===== config.mk =====
export PLATFORM = sky130hd
export DESIGN_NAME = move_sequencer
export DESIGN_NICKNAME = d
export VERILOG_FILES = /design/src/rtl/move_sequencer.sv
export SDC_FILE = /design/constraint.sdc
export NUM_CORES = 1
export LEC_CHECK = 0
export BUFFER_PORTS_ARGS = -buffer_cell sky130_fd_sc_hd__buf_2
export CORE_ASPECT_RATIO = 1.2
export CORE_MARGIN = 2
export CORE_UTILIZATION = 45
export CTS_CLUSTER_DIAMETER = 200
export DETAILED_ROUTE_END_ITERATION = 7
export PLACE_DENSITY_LB_ADDON = 0.05
export SLEW_MARGIN = 20
export SYNTH_ARGS = -nofsm -noshare
export SYNTH_HDL_FRONTEND = slang
export SYNTH_SLANG_ARGS = --single-unit

===== constraint.sdc =====
create_clock -name clk -period 3.2 [get_ports clk]
set_input_delay 0.48 -clock clk [delete_from_list [all_inputs] [get_ports clk]]
set_output_delay 0.48 -clock clk [all_outputs]
set_load 0.1 [all_outputs]

===== src/rtl/move_sequencer.sv =====
// -----------------------------------------------------------------------------
// move_seq_pkg + move_sequencer
//
// Purpose: queues cube-rotation commands from a host in a small FIFO and
// issues them to the datapath decoder one at a time. Every rotation is
// followed by a CHECK op; the datapath answers with a zero flag one cycle
// later. The sequencer stops when the cube reports solved, or when the move
// limit is reached while still unsolved.
//
// Ports:
//   clk, rst_n             clock, asynchronous active-low reset
//   cmd_valid/cmd_ready    host push handshake
//   cmd_data[11:0]         {opcode, dst, src}
//   run                    level enable for issuing moves
//   op[15:0], op_valid     instruction word to the decoder {op, dst, src1, src0}
//   zf                     datapath zero flag, valid the cycle after CHECK
//   busy                   FSM is not IDLE
//   solved, abort, bad_cmd sticky status flags
//   move_count[7:0]        rotations issued since reset or clear (saturating)
//   clear                  synchronous clear of flags, move_count and FIFO
// -----------------------------------------------------------------------------

package move_seq_pkg;

  // Shared opcode encodings for the decoder instruction word.
  localparam logic [3:0] OPC_RX90  = 4'h1;
  localparam logic [3:0] OPC_RX180 = 4'h2;
  localparam logic [3:0] OPC_RX270 = 4'h3;
  localparam logic [3:0] OPC_RY90  = 4'h4;
  localparam logic [3:0] OPC_RY180 = 4'h5;
  localparam logic [3:0] OPC_RY270 = 4'h6;
  localparam logic [3:0] OPC_RZ90  = 4'h7;
  localparam logic [3:0] OPC_RZ180 = 4'h8;
  localparam logic [3:0] OPC_CHECK = 4'hC;
  localparam logic [3:0] OPC_JMP   = 4'hE;

  // Only rotations may enter the command FIFO.
  function automatic logic is_rotation(input logic [3:0] opc);
    case (opc)
      OPC_RX90, OPC_RX180, OPC_RX270,
      OPC_RY90, OPC_RY180, OPC_RY270,
      OPC_RZ90, OPC_RZ180: is_rotation = 1'b1;
      default:             is_rotation = 1'b0;
    endcase
  endfunction

endpackage : move_seq_pkg

module move_sequencer #(
  parameter int unsigned FIFO_DEPTH = 8,
  parameter logic [7:0]  MAX_MOVES  = 8'd200
) (
  input  logic        clk,
  input  logic        rst_n,
  input  logic        cmd_valid,
  output logic        cmd_ready,
  input  logic [11:0] cmd_data,
  input  logic        run,
  output logic [15:0] op,
  output logic        op_valid,
  input  logic        zf,
  output logic        busy,
  output logic        solved,
  output logic        abort,
  output logic        bad_cmd,
  output logic [7:0]  move_count,
  input  logic        clear
);

  import move_seq_pkg::*;

  localparam int unsigned PTR_W = $clog2(FIFO_DEPTH);
  localparam int unsigned CNT_W = PTR_W + 1;

  if ((FIFO_DEPTH < 2) || (FIFO_DEPTH > 16) ||
      ((FIFO_DEPTH & (FIFO_DEPTH - 1)) != 0)) begin : g_bad_depth
    $error("move_sequencer: FIFO_DEPTH must be a power of two in 2..16");
  end

  typedef enum logic [2:0] {
    IDLE,
    ISSUE,
    CHECK,
    WAIT_ZF,
    HALT
  } state_e;

  // ---------------------------------------------------------------------------
  // Registers and wires
  // ---------------------------------------------------------------------------
  state_e             r_state;
  state_e             w_state_nxt;

  logic [11:0]        r_mem [FIFO_DEPTH];
  logic [PTR_W-1:0]   r_wr_ptr;
  logic [PTR_W-1:0]   r_rd_ptr;
  logic [CNT_W-1:0]   r_count;

  logic [3:0]         r_last_dst;
  logic [7:0]         r_move_count;
  logic               r_solved;
  logic               r_abort;
  logic               r_bad_cmd;

  logic               w_empty;
  logic               w_full;
  logic               w_pop;
  logic               w_accept;
  logic               w_legal;
  logic               w_push;
  logic [11:0]        w_head;
  logic               w_hit_limit;

  // ---------------------------------------------------------------------------
  // Command FIFO
  // ---------------------------------------------------------------------------
  assign w_empty = (r_count == '0);
  assign w_full  = (r_count == CNT_W'(FIFO_DEPTH));
  assign w_head  = r_mem[r_rd_ptr];

  // ISSUE is the only consumer; clear wins over the pop.
  assign w_pop    = (r_state == ISSUE) && !w_empty && !clear;

  // A full FIFO still takes a command on the cycle its head is popped, so the
  // freed slot is refilled without a bubble and the occupancy stays constant.
  assign cmd_ready = !clear && (!w_full || w_pop);

  // Illegal opcodes complete the handshake but are never stored.
  assign w_accept = cmd_valid && cmd_ready;
  assign w_legal  = is_rotation(cmd_data[11:8]);
  assign w_push   = w_accept && w_legal;

  // NOTE: the storage array carries no reset; occupancy is tracked by the
  // pointers and count, so stale entries are never observable and the array
  // can map onto plain RAM/register-file cells.
  always_ff @(posedge clk) begin
    if (w_push) begin
      r_mem[r_wr_ptr] <= cmd_data;
    end
  end

  // NOTE: all state registers use non-blocking assignments so every flop
  // samples the pre-edge value of the others, independent of block ordering.
  always_ff @(posedge clk or negedge rst_n) begin
    if (!rst_n) begin
      r_wr_ptr <= '0;
      r_rd_ptr <= '0;
      r_count  <= '0;
    end else if (clear) begin
      // Empty by catching the read pointer up; the write pointer keeps
      // running so wrap-around is exercised across clears as well.
      r_rd_ptr <= r_wr_ptr;
      r_count  <= '0;
    end else begin
      if (w_push) begin
        r_wr_ptr <= r_wr_ptr + 1'b1;
      end
      if (w_pop) begin
        r_rd_ptr <= r_rd_ptr + 1'b1;
      end
      case ({w_push, w_pop})
        2'b10:   r_count <= r_count + 1'b1;
        2'b01:   r_count <= r_count - 1'b1;
        default: r_count <= r_count;
      endcase
    end
  end

  // ---------------------------------------------------------------------------
  // Sequencer FSM
  // ---------------------------------------------------------------------------
  assign w_hit_limit = (r_move_count == MAX_MOVES);

  always_ff @(posedge clk or negedge rst_n) begin
    if (!rst_n) begin
      r_state <= IDLE;
    end else begin
      r_state <= w_state_nxt;
    end
  end

  // NOTE: every output of this block is given a default before the case, so
  // no path leaves a signal unassigned and no latch is inferred.
  always_comb begin
    w_state_nxt = r_state;
    op_valid    = 1'b0;
    op          = 16'h0000;

    unique case (r_state)
      IDLE: begin
        // run is only looked at here and in WAIT_ZF, so dropping it never
        // cuts an ISSUE/CHECK/WAIT_ZF triple short.
        if (run && !w_empty && !r_solved && !r_abort) begin
          w_state_nxt = ISSUE;
        end
      end

      ISSUE: begin
        op_valid    = 1'b1;
        op          = {w_head, 4'h0};
        w_state_nxt = CHECK;
      end

      CHECK: begin
        op_valid    = 1'b1;
        op          = {OPC_CHECK, r_last_dst, 8'h00};
        w_state_nxt = WAIT_ZF;
      end

      WAIT_ZF: begin
        if (zf || w_hit_limit) begin
          w_state_nxt = HALT;
        end else if (run && !w_empty) begin
          w_state_nxt = ISSUE;
        end else begin
          w_state_nxt = IDLE;
        end
      end

      HALT: begin
        w_state_nxt = HALT;
      end

      default: begin
        w_state_nxt = IDLE;
      end
    endcase

    // clear overrides any transition, including leaving HALT.
    if (clear) begin
      w_state_nxt = IDLE;
    end
  end

  // ---------------------------------------------------------------------------
  // Move bookkeeping and sticky flags
  // ---------------------------------------------------------------------------
  always_ff @(posedge clk or negedge rst_n) begin
    if (!rst_n) begin
      r_last_dst   <= 4'h0;
      r_move_count <= 8'h00;
      r_solved     <= 1'b0;
      r_abort      <= 1'b0;
      r_bad_cmd    <= 1'b0;
    end else if (clear) begin
      r_move_count <= 8'h00;
      r_solved     <= 1'b0;
      r_abort      <= 1'b0;
      r_bad_cmd    <= 1'b0;
    end else begin
      if (r_state == ISSUE) begin
        // CHECK names the destination register of the rotation just issued.
        r_last_dst <= w_head[7:4];
        if (r_move_count != 8'hFF) begin
          r_move_count <= r_move_count + 8'd1;
        end
      end
      if (r_state == WAIT_ZF) begin
        if (zf) begin
          r_solved <= 1'b1;
        end else if (w_hit_limit) begin
          r_abort <= 1'b1;
        end
      end
      if (w_accept && !w_legal) begin
        r_bad_cmd <= 1'b1;
      end
    end
  end

  assign busy       = (r_state != IDLE);
  assign solved     = r_solved;
  assign abort      = r_abort;
  assign bad_cmd    = r_bad_cmd;
  assign move_count = r_move_count;

  // ---------------------------------------------------------------------------
  // Invariants
  // ---------------------------------------------------------------------------
  a_op_quiet: assert property (@(posedge clk) disable iff (!rst_n)
    !op_valid |-> (op == 16'h0000));

  a_count_range: assert property (@(posedge clk) disable iff (!rst_n)
    r_count <= CNT_W'(FIFO_DEPTH));

  a_no_issue_empty: assert property (@(posedge clk) disable iff (!rst_n)
    (r_state == ISSUE) |-> !w_empty);

endmodule : move_sequencer


Word-level counts from Yosys, hierarchy flattened
Memory sizes are Yosys's and may differ from the RTL's.
Index checks and enable logic that the tools add are counted.
- register bits: 28
- latch bits: 0
- RAM bits: 96
- bits in read-only memories: 16
- input port bits: 18
- word-level logic and storage cells: 87
- memories: 2
- $add $sub $neg: 5
- multipliers: 0
- divide/modulo/power cells: 0
- order comparisons: 0
- eq/ne operators: 11
- shift-type cells: 0
- mux-type cells: 25
- bitwise operators: 1
- reductions and logical operators: 34
- memories (memory ; words ; bits a word ; rd ports ; clocked after Yosys merged registers in ; wr ports ; line ; source):
    r_mem ; 8 ; 12 ; 1 ; 0 ; 1 ; 94 ; logic [11:0] r_mem [FIFO_DEPTH];
    (name not given) ; 16 ; 1 ; 1 ; 0 ; 0 ; 39 ; case (opc)
- operators with widths (operator ; number):
    one-hot mux 16 bit (2 select lines) ; 1
    two-way mux 8 bit ; 3
    two-way mux 3 bit ; 5
    one-hot mux 3 bit (5 select lines) ; 1
    nonzero test 2 bit ; 7
    two-way mux 1 bit ; 13
    logical AND 1 bit ; 9
    adder 8 x 1 -> 8 bit (second input constant) ; 1
    == test 8 bit (second input constant) ; 1
    != test 8 bit (second input constant) ; 1
    one-hot mux 4 bit (2 select lines) ; 1
    AND reduction 2 bit ; 4
    adder 3 x 1 -> 3 bit (second input constant) ; 2
    == test 3 x 2 -> 1 bit (second input constant) ; 2
    zero test 1 bit ; 6
    nonzero test 3 bit ; 2
    adder 4 x 1 -> 4 bit (second input constant) ; 1
    == test 4 bit (second input constant) ; 1
    zero test 4 bit ; 1
    two-way mux 4 bit ; 1
    subtractor 4 x 1 -> 4 bit (second input constant) ; 1
    == test 3 x 1 -> 1 bit (second input constant) ; 1
    == test 3 bit (second input constant) ; 1
    zero test 3 bit ; 1
    8 further kinds ; 9

Depth between registers and ports, before layout
Gate-level depths: netlist (run 1).
- word-level depth: 11
- gate-level depth with buffers: 9
- depth with buffers taken out: 8

Worst setup path before layout (run 1)
No wires, ideal clock.
- path type: register to register
- from: register r_state[1]
- to: memory r_mem[0][0], enable pin
- setup time: 413 ps
- arrival time: 3501 ps
- data required time: 2787 ps
- path slack: -713 ps
- cell stages (with the launch flop): 8
- buffers on the path: 2
- clock period less this slack: 3913 ps
- cells stage by stage: dfrtp_1 -> buf_6 -> or3b_1 -> buf_6 -> and3_1 -> nor2_2 -> nand2_2 -> nor4_1
- word-level cells in the longest chain between the ends: 9
- RTL lines (element ; line ; source):
    start: declaration ; 91 ; state_e r_state;
    start signal: assignment ; 178 ; r_state <= w_state_nxt;
    == test 3 x 1 -> 1 bit ; 122 ; assign w_pop = (r_state == ISSUE) && !w_empty && !clear;
    logical AND 1 bit (2 in a row) ; 122 ;
    logical OR 1 bit ; 126 ; assign cmd_ready = !clear && (!w_full || w_pop);
    logical AND 1 bit ; 126 ;
    via cmd_ready ; 56 ; output logic cmd_ready,
    logical AND 1 bit ; 129 ; assign w_accept = cmd_valid && cmd_ready;
    logical AND 1 bit ; 131 ; assign w_push = w_accept && w_legal;
    two-way mux 1 bit ; 137 ; if (w_push) begin
    two-way mux 1 bit (not written as such) ; 138 ; r_mem[r_wr_ptr] <= cmd_data;
    end: declaration ; 94 ;
The timed path passes the listed nets, and every way through them passes these cells.

Worst setup path after layout (run 1)
- from: register r_rd_ptr[1]
- to: output op[8]
- word-level cells in the longest chain between the ends: 2
- RTL lines (element ; line ; source):
    start: declaration ; 96 ; logic [PTR_W-1:0] r_rd_ptr;
    start signal: assignment ; 152 ; r_rd_ptr <= r_wr_ptr;
    start signal: assignment ; 159 ; r_rd_ptr <= r_rd_ptr + 1'b1;
    memory (8 x 12 bit) ; n/a ;
    one-hot mux 16 bit (2 select lines) ; 189 ; unique case (r_state)
    end: declaration ; 59 ; output logic [15:0] op,
No other way between the ends.

==> out/qor.yml, run 1 <==
ff2ff_setup_slack_ns: 0.41
period_needed_ns: 2.90
viasPerCell: 5.35
p_comb_frac: 0.241
syn_avg_cell_area_um2: 16.0
synth.most_common_cell: "edfxtp_1"
critPathMaxFanout: 14
die_area_um2: 12900
async_reset_ff_frac: 0.226
busiest_layer: "met2"
tightest_slew_ns: 0.678
cts_hold_buf: 0
synth_commonest_cells: "edfxtp_1 (96), nor2_1 (31), dfrtp_1 (28)"
hp-class: "input pin to asynchronous set/reset pin"
ys_warn_count: 0
setup_slack_ns: 0.301
dp_hpwl_um: 6740
cap_violations: 0
syn_inst: 338
leakagePower_nw: 2.37
postCtsResizedCells: 0
synthFlopType: "edfxtp_1"
tns_ns: 0
p_per_area_nw_per_um2: 762
grt_max_degree: 29
rows: 43
cts_tree: "built"
synth_edf_count: 96
swShare: 0.304
drc: 0
internal_power_mw: 3.38
seq_area_um2: 3580
antenna_cells: 0
startpoint_type: "flop"
grt.met3_usage: 0.0460
wirelength_um: 10900
cts_made_buffers: 17
setup_violations: 0
max_freq_mhz: 345
crit_chain: "mux4_2, mux2_2, a22oi_1, nor2_1, buf_2"
clockBufferDepth: 2
initial_core_util: 0.464
dieHeight_um: 124
cts.clk_slew.worst_paths_ns: 0.05
grtUsageTotal: 0.186
min_period_over_period: 0.906
power_frac_seq: 0.415
hold_ws_ns: 0.111
crit_path_end_kind: "output port"
rsz0062_at_grt: "false"
yosys_register_bits: 124
worst_r2r_path_depth: 8
netlist-cell-type-count: 54
finalHoldViolations: 0
io_pins: 48
yosysSeqAreaShare: 0.664
fin_util: 0.547
nFillCells: 975
die_w_um: 104
synth_area_um2: 5390
cts_sinks: 124
fin_skew_ns: 0.00562
finalWeightedCongestion: 0.757
cts_setup_buffers: 0
layout-drive-gt1-share: 0.320
power.total_mw: 4.85
grt_use_met1: 0.222
relSlewSlack: 0.548
final_nets: 423
power_switching_mw: 1.47
detail-route-antenna-nets: 0
drv_slew: 0
grt_pass1_vias: 3134
clkLatencyLatePin_ns: 0.40
port_buffers: 43
clkPwrFrac: 0.344
first_iter_violations: 132
synth_top_cell_by_area: "edfxtp_1"
critPathArrivalTime_ns: 2.42
h-tree-depth: 4
required_ns: 2.72
vdd_drop_max_uv: 381
drt_pass1_iterations: 4
outcome: "finished clean"
netlist.area_leader.share: 0.534
netlist_top_cells_area: "edfxtp_1 (53%), dfrtp_1 (13%), mux4_2 (10%)"
grtUsageMet2: 0.319
post-place-ws_ns: 0.181
wl_per_cell_um: 19.2
cpMaxStageDelayCell: "dfrtp_1"
grt_pass1_wl_um: 17300
syn_to_final_growth_pct: 17.9
core_area_um2: 11600
antenna_found_initial: 0
multiInputGateArea_um2: 1690
overflow: 0
critPathMaxStageDelay_ns: 0.75
clock-root-buffer: "clkbuf_16"
vias: 3032
crit_type: "flop to output port"
## stage by stage
stage	instance area (um^2)	instances
detailed placement	5850	537
global route	6360	567
global placement	5850	537
CTS	6360	567
floorplan	5440	341
finish	6360	567
## critical path: cells and delay by family, from the launching register on
kind	cells	cell delay (ns)
flip-flops	1	0.75
multiplexers	2	0.70
buffers and inverters	1	0.29
AO/OA/AOI/OAI	1	0.21
AND/OR/NAND/NOR	1	0.06
## kinds of logic after synthesis
logic type	count (synthesis)	share of synthesized area
flops	124	0.664
fa+ha+maj	6	0.0139
simple gates	94	0.0909
buf+inv	26	0.0297
other cells	1	0.000695
mux	42	0.138
compound gates	34	0.0441
xor+xnor	11	0.0179
## path summary, 6_finish.rpt
check	startpoint	to
max reg2reg	r_state[0]$_DFFE_PN0P_	r_count[3]$_DFFE_PN0P_
max in group asynchronous	rst_n	move_count[2]$_DFFE_PN0P_
min	rst_n	r_last_dst[3]$_DFFE_PN0P_
min reg2reg	r_last_dst[1]$_DFFE_PN0P_	r_last_dst[1]$_DFFE_PN0P_
min in group clk	cmd_data[7]	r_mem[4][7]$_DFFE_PP_
max	r_rd_ptr[1]$_DFFE_PN0P_	op[8]
## per-layer routing
layer	vias to the layer above	share of wire
met1	1551	0.43
met2	56	0.51
li1	1408	-
met3	17	0.031
met5	-	0
met4	0	0.023
## power by group through the flow
stage / clock network [mW] / registers (mW) / logic (mW)
final: 1.67 / 2.01 / 1.17
after global routing: 1.77 / 2.03 / 1.27
after CTS: 1.70 / 2.01 / 1.19
after detailed placement: 0 / 2.05 / 1.18
after global placement: 0 / 2.04 / 1.17
after floorplan: 0 / 1.99 / 0.949
## layout by cell type (no fill, tap or decap), types with 3 or more instances in the layout
| cell | instances |
|---|---|
| clkbuf_16 | 17 |
| mux2_2 | 6 |
| nand3_1 | 5 |
| xnor2_1 | 7 |
| a22oi_1 | 4 |
| dfrtp_1 | 28 |
| clkinv_1 | 4 |
| mux4_2 | 24 |
| nor2_1 | 31 |
| nor3_2 | 6 |
| o21ai_0 | 8 |
| conb_1 | 4 |
| a21oi_1 | 9 |
| edfxtp_1 | 96 |
| xor2_1 | 4 |
| mux2i_1 | 9 |
| and3_1 | 4 |
| buf_2 | 43 |
| buf_4 | 16 |
| ha_1 | 6 |
| clkbuf_1 | 3 |
| clkinvlp_4 | 3 |
| inv_1 | 5 |
| or3_1 | 4 |
| nand2_1 | 23 |
## area by class of cell
type	count	share of cell area
multi-input combinational	191	0.266
clock inverter	10	0.0122
inverter	5	0.00295
sequential	124	0.563
timing repair buffer	60	0.0559
tap	157	0.0309
clock buffer	20	0.0686
## registers in the layout, indices dropped and copies added, names as in the netlist
register	flops
bad_cmd	1
r_mem	96
move_count	8
r_count	4
r_rd_ptr	3
r_state	3
r_last_dst	4
r_wr_ptr	3
solved	1
abort	1
No activity file was read; power rests on OpenSTA's default activity.
==> inputs of run 2 (changes only) <==
--- a/constraint.sdc
+++ b/constraint.sdc
@@ -3,2 +3,2 @@
 set_output_delay 0.48 -clock clk [all_outputs]
-set_load 0.1 [all_outputs]
+set_load 0.05 [all_outputs]
==> out/qor.yml, run 2 (synthesized netlist as in run 1, its figures left out) <==
tightest_slew_ns: 0.654
dieHeight_um: 124
tns_ns: 0
cts_made_buffers: 17
cap_violations: 0
clkLatencyLatePin_ns: 0.41
cts_tree: "built"
vias: 3034
layout-drive-gt1-share: 0.327
worst_r2r_path_depth: 8
r2r-start: "r_state[1]$_DFFE_PN0P_"
hp-class: "input pin to asynchronous set/reset pin"
period_needed_ns: 2.84
grt_pass1_wl_um: 17600
wirelength_um: 11000
h-tree-depth: 4
io_pins: 48
syn_to_final_growth_pct: 17.8
vdd_drop_max_uv: 480
drv_slew: 0
clockBufferDepth: 2
startpoint_type: "flop"
first_iter_violations: 147
rsz0062_at_grt: "false"
largest_reg_flops: 96
port_buffers: 43
cts_sinks: 124
antenna_cells: 0
die_area_um2: 12900
grtUsageTotal: 0.190
die_w_um: 104
critPathArrivalTime_ns: 2.36
critPathMaxFanout: 17
core_area_um2: 11600
viasPerCell: 5.29
ff2ff_setup_slack_ns: 0.40
rows: 43
finalWeightedCongestion: 0.734
postCtsResizedCells: 0
detail-route-antenna-nets: 0
cts_hold_buf: 0
seq_area_um2: 3580
r2r-end: "r_count[3]$_DFFE_PN0P_"
max_freq_mhz: 352
multiInputGateArea_um2: 1690
p_per_area_nw_per_um2: 729
setup_violations: 0
cts_setup_buffers: 0
required_ns: 2.72
drc: 0
layout_commonest_cell: "edfxtp_1"
top_register: "r_mem"
finalHoldViolations: 0
crit_path_end_kind: "output port"
crit_type: "flop to output port"
nFillCells: 1000
outcome: "finished clean"
min_period_over_period: 0.888
cts.clk_slew.worst_paths_ns: 0.05
wl_per_cell_um: 19.2
fin_skew_ns: 0.00610
final_cell_mix: "edfxtp_1 (96), buf_2 (43), nor2_1 (31), dfrtp_1 (28), mux4_2 (24)"
clock-root-buffer: "clkbuf_16"
power.total_mw: 4.64
dp_hpwl_um: 6990
antenna_found_initial: 0
hold_ws_ns: 0.0970
grt_pass1_vias: 3102
relSlewSlack: 0.558
final_nets: 427
initial_core_util: 0.464
drt_pass1_iterations: 4
leakagePower_nw: 2.39
grt_max_degree: 29
overflow: 0
[run 2: cell types whose count changed in the layout (fill, tap and decap cells not counted)]
cell / delta
clkinv_2: +3
bufinv_16: -1
clkinvlp_4: -1
nor2_4: -1
buf_4: +5
buf_12: -1
clkinv_1: -1
nor2_2: +1
clkbuf_1: +2
[run 2: layout make-up]
type                       count  area share
sequential                   124       0.564
multi-input combinational    191       0.266
clock buffer                  22      0.0699
timing repair buffer          64      0.0587
tap                          157      0.0309
clock inverter                10     0.00807
inverter                       5     0.00295
[run 2: per-layer routing]
metal	global-route usage	wire (um)	vias to the layer above
met2	0.314	5350	53
li1	-	-	1419
met4	0.0802	203	0
met3	0.0560	363	16
met1	0.236	5070	1546
met5	0	0	-
[run 2: how the worst max path moves through the flow]
stage / startpoint / slack (ns) / endpoint
finish: r_rd_ptr[0]$_DFFE_PN0P_ / 0.36 / op[11]
global route: r_rd_ptr[0]$_DFFE_PN0P_ / 0.20 / op[11]
CTS: r_rd_ptr[0]$_DFFE_PN0P_ / 0.30 / op[9]
detailed placement: cmd_data[9] / 0.18 / r_count[3]$_DFFE_PN0P_
global placement: cmd_data[9] / 0.23 / r_count[3]$_DFFE_PN0P_
floorplan: r_state[1]$_DFFE_PN0P_ / -0.009 / r_mem[1][0]$_DFFE_PP_
[run 2: where the power goes]
part	leakage, nW	switching (mW)	total [mW]	internal [mW]
logic	0.910	0.586	1.05	0.468
registers	1.24	0.117	1.98	1.86
clock network	0.240	0.636	1.61	0.970
total	2.39	1.34	4.64	3.30
[run 2: critical path: stages (launching register included)]
cell and delay (ns):
dfrtp_1 0.33, buf_4 0.32, mux4_2 0.56, mux2_2 0.30, a22oi_1 0.17, nor2_1 0.05
buf_2 0.21
[run 2: metrics by stage]
| stage | utilization | std cells | cell area (um^2) | setup slack [ns] |
|---|---|---|---|---|
| after floorplan | - | 341 | 5410 | -0.00913 |
| after global placement | 0.504 | 541 | 5860 | 0.233 |
| after detailed placement | 0.504 | 541 | 5860 | 0.179 |
| after CTS | 0.547 | 573 | 6350 | 0.300 |
| after global routing | 0.547 | 573 | 6350 | 0.204 |
| final | 0.547 | 573 | 6350 | 0.358 |
==> inputs of run 3 (changes only) <==
MAX_ROUTING_LAYER = met4   (was not set)
==> out/qor.yml, run 3 (synthesized netlist as in run 1, its figures left out) <==
nFillCells: 1000
grtUsageMet2: 0.315
cts_tree: "built"
dp_hpwl_um: 6990
critPathMaxFanout: 17
viasPerCell: 5.30
multiInputGateArea_um2: 1690
period_needed_ns: 2.84
antenna_cells: 0
clkLatencyLatePin_ns: 0.41
port_buffers: 43
rows: 43
drv_slew: 0
cts_hold_buf: 0
grt_pass1_wl_um: 17600
outcome: "finished clean"
busiest_layer: "met2"
crit_path_end_kind: "output port"
wirelength_um: 11000
die_area_um2: 12900
vias: 3038
postCtsResizedCells: 0
cts.clk_slew.worst_paths_ns: 0.05
core_area_um2: 11600
drc: 0
crit_chain: "buf_4, mux4_2, mux2_2, a22oi_1, nor2_1, buf_2"
finalHoldViolations: 0
tightest_slew_ns: 0.677
tns_ns: 0
p_per_area_nw_per_um2: 729
startpoint_type: "flop"
cpMaxStageDelayCell: "mux4_2"
antenna_found_initial: 0
critPathArrivalTime_ns: 2.36
layout-drive-gt1-share: 0.327
clock-root-buffer: "clkbuf_16"
die_w_um: 104
h-tree-depth: 4
cap_violations: 0
dpl.cell_count: 541
relSlewSlack: 0.549
worst_r2r_path_depth: 8
fin_skew_ns: 0.00724
overflow: 0
grt.met3_usage: 0.0644
wl_per_cell_um: 19.2
r2r-start: "r_state[1]$_DFFE_PN0P_"
r2r-end: "r_count[3]$_DFFE_PN0P_"
final_cell_mix: "edfxtp_1 (96), buf_2 (43), nor2_1 (31), dfrtp_1 (28), mux4_2 (24)"
initial_core_util: 0.464
leakagePower_nw: 2.39
cts_setup_buffers: 0
crit_type: "flop to output port"
io_pins: 48
first_iter_violations: 172
hp-class: "input pin to asynchronous set/reset pin"
min_period_over_period: 0.889
top_register: "r_mem"
fin_area_um2: 6350
cts_sinks: 124
max_freq_mhz: 352
clockBufferDepth: 2
path_delay_family: "multiplexers"
setup_violations: 0
critPathMaxStageDelay_ns: 0.56
rsz0062_at_grt: "false"
grtUsageTotal: 0.197
vdd_drop_max_uv: 481
dpl_cell_area_um2: 5860
finalWeightedCongestion: 0.743
grt_max_degree: 29
largest_reg_flops: 96
ff2ff_setup_slack_ns: 0.40
cts_made_buffers: 17
layout_commonest_cell: "edfxtp_1"
final_cell_count_no_fill: 573
seq_area_um2: 3580
drt_pass1_iterations: 4
hold_ws_ns: 0.0983
grt_use_met1: 0.237
critical_path_buf_inv_count: 2
dieHeight_um: 124
required_ns: 2.72
grt_pass1_vias: 3097
syn_to_final_growth_pct: 17.8
detail-route-antenna-nets: 0
final_nets: 427
run 3: worst max path at each step:
stage               slack (ns)                      to  depth (start not counted)                    start
detailed placement        0.18  r_count[3]$_DFFE_PN0P_                          9              cmd_data[9]
global route              0.20                  op[11]                          6  r_rd_ptr[0]$_DFFE_PN0P_
global placement          0.23  r_count[3]$_DFFE_PN0P_                          9              cmd_data[9]
floorplan               -0.009   r_mem[1][0]$_DFFE_PP_                          7   r_state[1]$_DFFE_PN0P_
CTS                       0.30                   op[9]                          6  r_rd_ptr[0]$_DFFE_PN0P_
finish                    0.36                  op[11]                          6  r_rd_ptr[0]$_DFFE_PN0P_
run 3: layer usage:
metal  share of wire  vias up
met4           0.015        0
met3           0.036       17
met1            0.46     1546
met2            0.49       54
li1                -     1421
met5               0        -
run 3: final cells by class:
type	count	share of cell area
Timing Repair Buffer	64	0.0587
Inverter	5	0.00295
Clock inverter	10	0.00807
Clock buffer	22	0.0699
Tap cell	157	0.0309
Multi-Input combinational cell	191	0.266
Sequential cell	124	0.564
run 3: power breakdown:
part           switching, mW  internal [mW]  total (mW)
clock network          0.637          0.969        1.61
logic                  0.584          0.468        1.05
registers              0.117           1.86        1.98
total                   1.34           3.30        4.63
run 3: through the flow:
step | utilization | worst slack, ns | total power [mW]
6_report | 0.547 | 0.357 | 4.63
5_1_grt | 0.547 | 0.199 | 4.89
4_1_cts | 0.547 | 0.300 | 4.71
2_1_floorplan | - | -0.00913 | 2.80
3_5_place_dp | 0.504 | 0.179 | 3.09
3_3_place_gp | 0.504 | 0.233 | 3.08
